$ cat src/rtl/bit_serial_adder_if.sv
// Handshake and operand bundle for bit_serial_adder.
// master issues operations, slave is the adder.
interface bit_serial_adder_if #(
  parameter int WIDTH = 64
);
  logic             start;
  logic             sub;
  logic             cin;
  logic [WIDTH-1:0] a;
  logic [WIDTH-1:0] b;
  logic             busy;
  logic             done;
  logic [WIDTH-1:0] sum;
  logic             cout;
  logic             overflow;

  modport master (
    output start, sub, cin, a, b,
    input  busy, done, sum, cout, overflow
  );

  modport slave (
    input  start, sub, cin, a, b,
    output busy, done, sum, cout, overflow
  );
endinterface

$ cat src/rtl/bit_serial_adder.sv
// Bit-serial add/sub: DIGIT bits per cycle, LSB first,
// WIDTH/DIGIT cycles per op, start/busy/done framing.
module bit_serial_adder #(
  parameter int WIDTH = 64,
  parameter int DIGIT = 1
) (
  input logic clk,
  input logic rst_n,
  bit_serial_adder_if.slave bus
);
  localparam int N  = WIDTH / DIGIT;
  localparam int CW = (N > 1) ? $clog2(N) : 1;

  if (WIDTH % DIGIT != 0) begin : g_bad_digit
    $error("bit_serial_adder: DIGIT must divide WIDTH");
  end

  typedef enum logic {IDLE, RUN} state_t;

  state_t           state;
  state_t           state_nx;
  logic [CW-1:0]    cnt;
  logic [WIDTH-1:0] ra;
  logic [WIDTH-1:0] rb;
  logic [WIDTH-1:0] res;
  logic [WIDTH-1:0] res_nx;
  logic             carry;
  logic [DIGIT:0]   dsum;
  logic             last;
  logic             ovf_nx;
  logic             accept;
  logic             step;
  logic             done_q;
  logic [WIDTH-1:0] sum_q;
  logic             cout_q;
  logic             ovf_q;

  always_ff @(posedge clk) begin
    if (!rst_n) state <= IDLE;
    else        state <= state_nx;
  end

  always_comb begin
    state_nx = state;
    unique case (state)
      IDLE: if (bus.start) state_nx = RUN;
      RUN:  if (last)      state_nx = IDLE;
    endcase
  end

  always_comb begin
    bus.busy     = (state == RUN);
    accept       = (state == IDLE) && bus.start;
    step         = (state == RUN);
    bus.done     = done_q;
    bus.sum      = sum_q;
    bus.cout     = cout_q;
    bus.overflow = ovf_q;
  end

  // Carry into the MSB is recovered as a^b^s of the top bit.
  always_comb begin
    last   = (cnt == CW'(N - 1));
    dsum   = {1'b0, ra[DIGIT-1:0]}
           + {1'b0, rb[DIGIT-1:0]}
           + (DIGIT+1)'(carry);
    res_nx = (res >> DIGIT)
           | (WIDTH'(dsum[DIGIT-1:0]) << (WIDTH - DIGIT));
    ovf_nx = ra[DIGIT-1] ^ rb[DIGIT-1]
           ^ dsum[DIGIT-1] ^ dsum[DIGIT];
  end

  always_ff @(posedge clk) begin
    if (!rst_n) begin
      cnt    <= '0;
      ra     <= '0;
      rb     <= '0;
      res    <= '0;
      carry  <= 1'b0;
      done_q <= 1'b0;
      sum_q  <= '0;
      cout_q <= 1'b0;
      ovf_q  <= 1'b0;
    end else begin
      done_q <= 1'b0;
      if (accept) begin
        ra    <= bus.a;
        rb    <= bus.b ^ {WIDTH{bus.sub}};
        carry <= bus.cin ^ bus.sub;
        cnt   <= '0;
      end else if (step) begin
        ra    <= ra >> DIGIT;
        rb    <= rb >> DIGIT;
        res   <= res_nx;
        carry <= dsum[DIGIT];
        cnt   <= last ? '0 : cnt + 1'b1;
        if (last) begin
          done_q <= 1'b1;
          sum_q  <= res_nx;
          cout_q <= dsum[DIGIT];
          ovf_q  <= ovf_nx;
        end
      end
    end
  end
endmodule

$ cat src/flat_wrapper.sv
// flat-port wrapper written by rule: the top's interface ports become plain ports
module bit_serial_adder_flat 
#(
  parameter int WIDTH = 64,
  parameter int DIGIT = 1
)
  (clk, rst_n, bus_start, bus_sub, bus_cin, bus_a, bus_b, bus_busy, bus_done, bus_sum, bus_cout, bus_overflow);
  bit_serial_adder_if #(.WIDTH(WIDTH)) bus_i ();
  input logic clk;
  input logic rst_n;
  input wire logic [$bits(bus_i.start)-1:0] bus_start;
  input wire logic [$bits(bus_i.sub)-1:0] bus_sub;
  input wire logic [$bits(bus_i.cin)-1:0] bus_cin;
  input wire logic [$bits(bus_i.a)-1:0] bus_a;
  input wire logic [$bits(bus_i.b)-1:0] bus_b;
  output wire logic [$bits(bus_i.busy)-1:0] bus_busy;
  output wire logic [$bits(bus_i.done)-1:0] bus_done;
  output wire logic [$bits(bus_i.sum)-1:0] bus_sum;
  output wire logic [$bits(bus_i.cout)-1:0] bus_cout;
  output wire logic [$bits(bus_i.overflow)-1:0] bus_overflow;
  assign bus_i.start = bus_start;
  assign bus_i.sub = bus_sub;
  assign bus_i.cin = bus_cin;
  assign bus_i.a = bus_a;
  assign bus_i.b = bus_b;
  assign bus_busy = bus_i.busy;
  assign bus_done = bus_i.done;
  assign bus_sum = bus_i.sum;
  assign bus_cout = bus_i.cout;
  assign bus_overflow = bus_i.overflow;
  bit_serial_adder #(.WIDTH(WIDTH), .DIGIT(DIGIT)) u_core (.clk(clk), .rst_n(rst_n), .bus(bus_i));
endmodule
$ cat config.mk
export PLATFORM = sky130hd
export DESIGN_NAME = bit_serial_adder_flat
export DESIGN_NICKNAME = d
export VERILOG_FILES = /design/src/rtl/bit_serial_adder_if.sv /design/src/rtl/bit_serial_adder.sv /design/src/flat_wrapper.sv
export SDC_FILE = /design/constraint.sdc
export NUM_CORES = 1
export LEC_CHECK = 0
export CAP_MARGIN = 20
export CELL_PAD_IN_SITES_DETAIL_PLACEMENT = 0
export CELL_PAD_IN_SITES_GLOBAL_PLACEMENT = 2
export CORE_MARGIN = 5
export CORE_UTILIZATION = 32
export CTS_CLUSTER_DIAMETER = 40
export CTS_CLUSTER_SIZE = 20
export DETAILED_ROUTE_END_ITERATION = 8
export PLACE_DENSITY = 0.86
export SYNTH_ARGS = -nofsm -noshare
export SYNTH_HDL_FRONTEND = slang
export SYNTH_SLANG_ARGS = --single-unit
$ cat constraint.sdc
create_clock -name clk -period 1.7 [get_ports clk]
set_input_delay 0.255 -clock clk [delete_from_list [all_inputs] [get_ports clk]]
set_output_delay 0.255 -clock clk [all_outputs]
set_load 0.005 [all_outputs]
Yosys cells after proc, flatten, opt, wreduce, memory -nomap -nowiden
Index checks and enable logic that the tools add are counted.
- output and inout bits: 68
- flip-flop bits (word level): 267
- input bits: 133
- add/subtract/negate cells: 3
- bitwise gates (word level): 9
- equality and inequality tests: 1
- mux-type cells: 11
- reductions and logical operators: 6
- operators with widths (kind ; count):
    64-bit two-way mux ; 4
    63-bit by 64-bit bitwise OR with 64-bit output ; 1
    64-bit XOR ; 1
    6-bit by 1-bit adder with 6-bit output, second input constant ; 1
    6-bit equality test, second input constant ; 1
    6-bit two-way mux ; 1
    1-bit two-way mux ; 5
    1-bit XOR ; 4
    1-bit NOT ; 3
    3-bit AND reduction ; 1
    3-bit OR reduction ; 1
    1-bit by 1-bit adder with 2-bit output ; 1
    2-bit by 1-bit adder with 2-bit output ; 1
    1-bit one-hot mux with 2 select lines ; 1
    2-bit AND reduction ; 1
    2-bit nonzero test ; 1
    2-bit OR reduction ; 1
    1-bit logical AND ; 1

Logic depth before layout (Yosys ltp)
- depth in word-level cells: 4
- mapped depth: 7
- mapped depth without buffers: 4

Least setup slack after synthesis
Ideal clock, no wire load.
- kind: register -> register
- from: reg u_core.carry
- to: reg u_core.ovf_q, in the netlist u_core.bus.overflow
- stages on the path, launching flop included: 5
- path buffers: 0
- data arrival time: 1.304 ns
- library setup time: 0.086 ns
- path slack: 0.311 ns
- cell sequence: dfxtp_1 > fa_1 > xnor2_1 > xnor2_1 > a211oi_1
- longest elaborated chain between the ends: 3
- ends and longest elaborated chain (element ; RTL line ; source):
    start: declaration ; bit_serial_adder.sv:27 ; logic carry;
    start signal: assignment ; bit_serial_adder.sv:89 ; carry <= bus.cin ^ bus.sub;
    start signal: assignment ; bit_serial_adder.sv:95 ; carry <= dsum[DIGIT];
    2-bit by 1-bit adder with 2-bit output ; bit_serial_adder.sv:66 ; + (DIGIT+1)'(carry);
    net u_core.dsum[0] ; bit_serial_adder.sv:28 ; logic [DIGIT:0] dsum;
    1-bit XOR (2 in a row) ; bit_serial_adder.sv:70 ; ^ dsum[DIGIT-1] ^ dsum[DIGIT];
    end signal: assignment ; bit_serial_adder.sv:101 ; ovf_q <= ovf_nx;
    end: declaration ; bit_serial_adder.sv:36 ; logic ovf_q;
The timed path passes the listed nets, and every way through them passes these cells.
A chain may end at the register's enable or synchronous reset.

Final worst setup path
- from: reg u_core.sum_q[0], in the netlist u_core.bus.sum[0]
- to: out bus_sum[0]
- RTL lines (element ; RTL line ; source):
    start: declaration ; bit_serial_adder.sv:34 ; logic [WIDTH-1:0] sum_q;
    start signal: assignment ; bit_serial_adder.sv:99 ; sum_q <= res_nx;
    end: declaration ; flat_wrapper.sv:18 ; output wire logic [$bits(bus_i.sum)-1:0] bus_sum;
No word-level cell between the ends.

==> reports/results.txt <==
Fin. Hold Viols: 0
DP HPWL: 18400 um
Worst setup EP type: primary output
Pre-antenna DRT Iters: 5
Worst slew margin: 59.3%
Worst-Margin Slew: 0.604 ns
DR vias: 9231
Mapped Cells: 1251
Area grow syn2layout: 35.3%
Setup CP Type: flip-flop to primary output
Worst EP required: 1.44 ns
Initial Util: 32.2%
Port bufs: 200
Remaining antenna violation count after routing: 0
Final Slew Violations: 0
CTS buffer count: 46
Worst-case vdd ir drop: 0.751 mV
Synth cell types: 30
Top cell family by delay on the critical path: buffers and inverters
Reg clk slew, reported paths: 0.06 ns
RSZ-0062 raised after global routing: false
Core Util, Final: 43.6%
Initial antenna violation count: 6
Clk Latency, worst-skew pair: 0.55 ns
Mapped Area: 0.0114 mm2
Final setup fails: 0
Final hold slack: 0.119 ns
Top cells by area, synth: dfxtp_1, mux2i_1, mux2_2
Yosys top cell area share: 46.7%
Io pins: 201
Outcome: completed
Cell Pwr Density: 1120 mW/mm2
Reg-to-reg slack, setup: 0.14 ns
Tot Pwr: 17300 uW
Die Area: 0.0395 mm2
Mean Syn Cell Area: 9.12 um2
Crit-path max cell delay: 0.50 ns
GP Congestion: 0.761
Max Cap Viol: 0
WP data arrival: 1.40 ns
Global-route wire length before repair: 48000 um
Worst Skew: 0.0268 ns
Synth warnings: 0
Die W: 199 um
Total track usage: 14.5%
Worst hold path class: primary input to flip-flop
Crit-path slowest cell: clkdlybuf4s50_1
Post-synth EDFFs: 0
Die span in y: 199 um
CTS Sinks: 266
DR WL/cell: 15.3 um
Synth Register Bits: 266
Overflow after GRT: 0
CTS tree: yes
Synth Flop Type: dfxtp_1
Asr flop ratio synth: 0%
CP Cell Sequence: clkdlybuf4s50_1
Vias in the first global route: 9278
DR vias/cell: 4.82
Post-CTS Hold Fix Bufs: 0
Final period utilization: 97.5%
Largest net degree at the start of global routing: 111
Maximum clock frequency: 0.604 GHz
Critical path buffer and inverter count: 1
Critical Path Start Type: flip-flop
Placement Rows: 69
Mapped Nets: 1386
Initial DRC count: 427
Lkg Pwr: 0.00611 uW
H-tree depth: 2
Clock tree buffer depth: 3
Core area: 0.0354 mm2
Synth area leader: dfxtp_1
Root Driver: clkbuf_16
Nets@finish: 1550
Drt drc: 0
Final wirelength: 29400 um
Total negative setup slack: 0 ns
Final min period: 1.66 ns
Share of post-route cells with drive strength above 1: 13.5%
Register area share after synthesis: 46.7%
Worst-path maximum fanout: 2
synth_stat cells (2+ instances only):
library cell  number
dfxtp_1          266
a21oi_1          129
mux2i_1          129
nand2_1          129
nand3_1          129
o21ai_0          121
nor2_1            69
xor2_1            66
mux2_2            63
clkbuf_1          58
buf_2             28
buf_6             15
o21ai_1           10
buf_4              9
xnor2_1            5
a211oi_1           4
clkbuf_4           4
nand4_1            3
buf_1              2
nor3_1             2
registers in the layout (all words and copies together) (netlist names):
signal	cells
u_core.carry	1
u_core.bus.busy	1
u_core.bus.cout	1
u_core.cnt	6
u_core.bus.done	1
u_core.res	63
u_core.rb	64
u_core.ra	64
u_core.bus.overflow	1
u_core.bus.sum	64
timing repair:
item,4_1_cts,5_1_grt
buffers inserted,1,0
endpoints found under the setup margin,23,14
resized for setup,23,14
cell families (layout without fill, tap and decap cells):
kind of cell               Yosys count  count (layout)  share of synthesized area, %
and+or+nand+nor                    335             335                          12.6
AOI/OAI and AO/OA                  266             266                          11.8
DFF                                266             266                          46.7
muxes                              192             192                          17.5
buffers and inverters              119             321                          5.64
xor gates and xnor gates            71              71                          5.45
adders and majority gates            2               2                         0.285
other                                0               2                             0
metrics by stage:
stage               worst slack (ns)  instance area [um2]  cells
floorplan                      0.311                11400   1251
global placement               0.221                13800   1827
detailed placement             0.254                13800   1827
CTS                          0.00155                15400   1914
global route                0.000623                15400   1915
finish                        0.0431                15400   1916
layout make-up:
type / count / area, um2
antenna: 2 / 5.00
clock buffer: 58 / 1290
clock inverter: 28 / 287
fill: 3554 / 20000
inverter: 3 / 16.3
multi-input combinational: 866 / 5450
sequential: 266 / 5340
tap: 461 / 577
timing repair buffer: 232 / 2480
path summary, 6_finish.rpt:
kind,start,end,cells past startpoint
max,u_core.bus.sum[0]$_SDFFE_PN0P_,bus_sum[0],1
min,bus_start,u_core.bus.busy$_SDFF_PN0_,3
max reg2reg,u_core.bus.busy$_SDFF_PN0_,u_core.cnt[3]$_SDFFE_PP0P_,4
min reg2reg,u_core.res[1]$_SDFFE_PN0P_,u_core.bus.sum[0]$_SDFFE_PN0P_,2
placed cells by master (no fill, tap or decap), types with 2 or more instances in the layout:
cell	count
inv_8	2
mux2_2	63
dlygate4sd2_1	17
xor2_1	66
dfxtp_1	257
inv_6	7
a21oi_1	129
buf_4	14
dlymetal6s2s_1	12
mux2i_1	129
buf_12	19
xnor2_1	5
bufinv_16	3
clkinvlp_4	4
clkbuf_1	3
nor3_1	2
clkinv_2	8
nand3_1	129
nand4_1	3
clkinv_4	4
o21ai_0	121
dfxtp_2	8
diode_2	2
clkdlybuf4s50_1	168
clkbuf_8	9
nand2_1	127
clkbuf_16	46
a211oi_1	4
nand2_2	2
o21ai_1	10
nor2_1	69
power breakdown:
group          total (uW)  switching (uW)  internal (uW)  leakage (uW)
sequential           6580             115           6470       0.00217
combinational        1460             688            776       0.00317
clock                9210            3330           5880      0.000772
per-layer routing:
layer / track usage (%) / vias up / share of wire, %
li1: - / 4664 / -
met1: 19.0 / 4296 / 46
met2: 23.2 / 206 / 46
met3: 4.20 / 55 / 6.1
met4: 4.33 / 10 / 2.0
met5: 0 / - / 0.28
No activity file was read; power rests on OpenSTA's default activity.
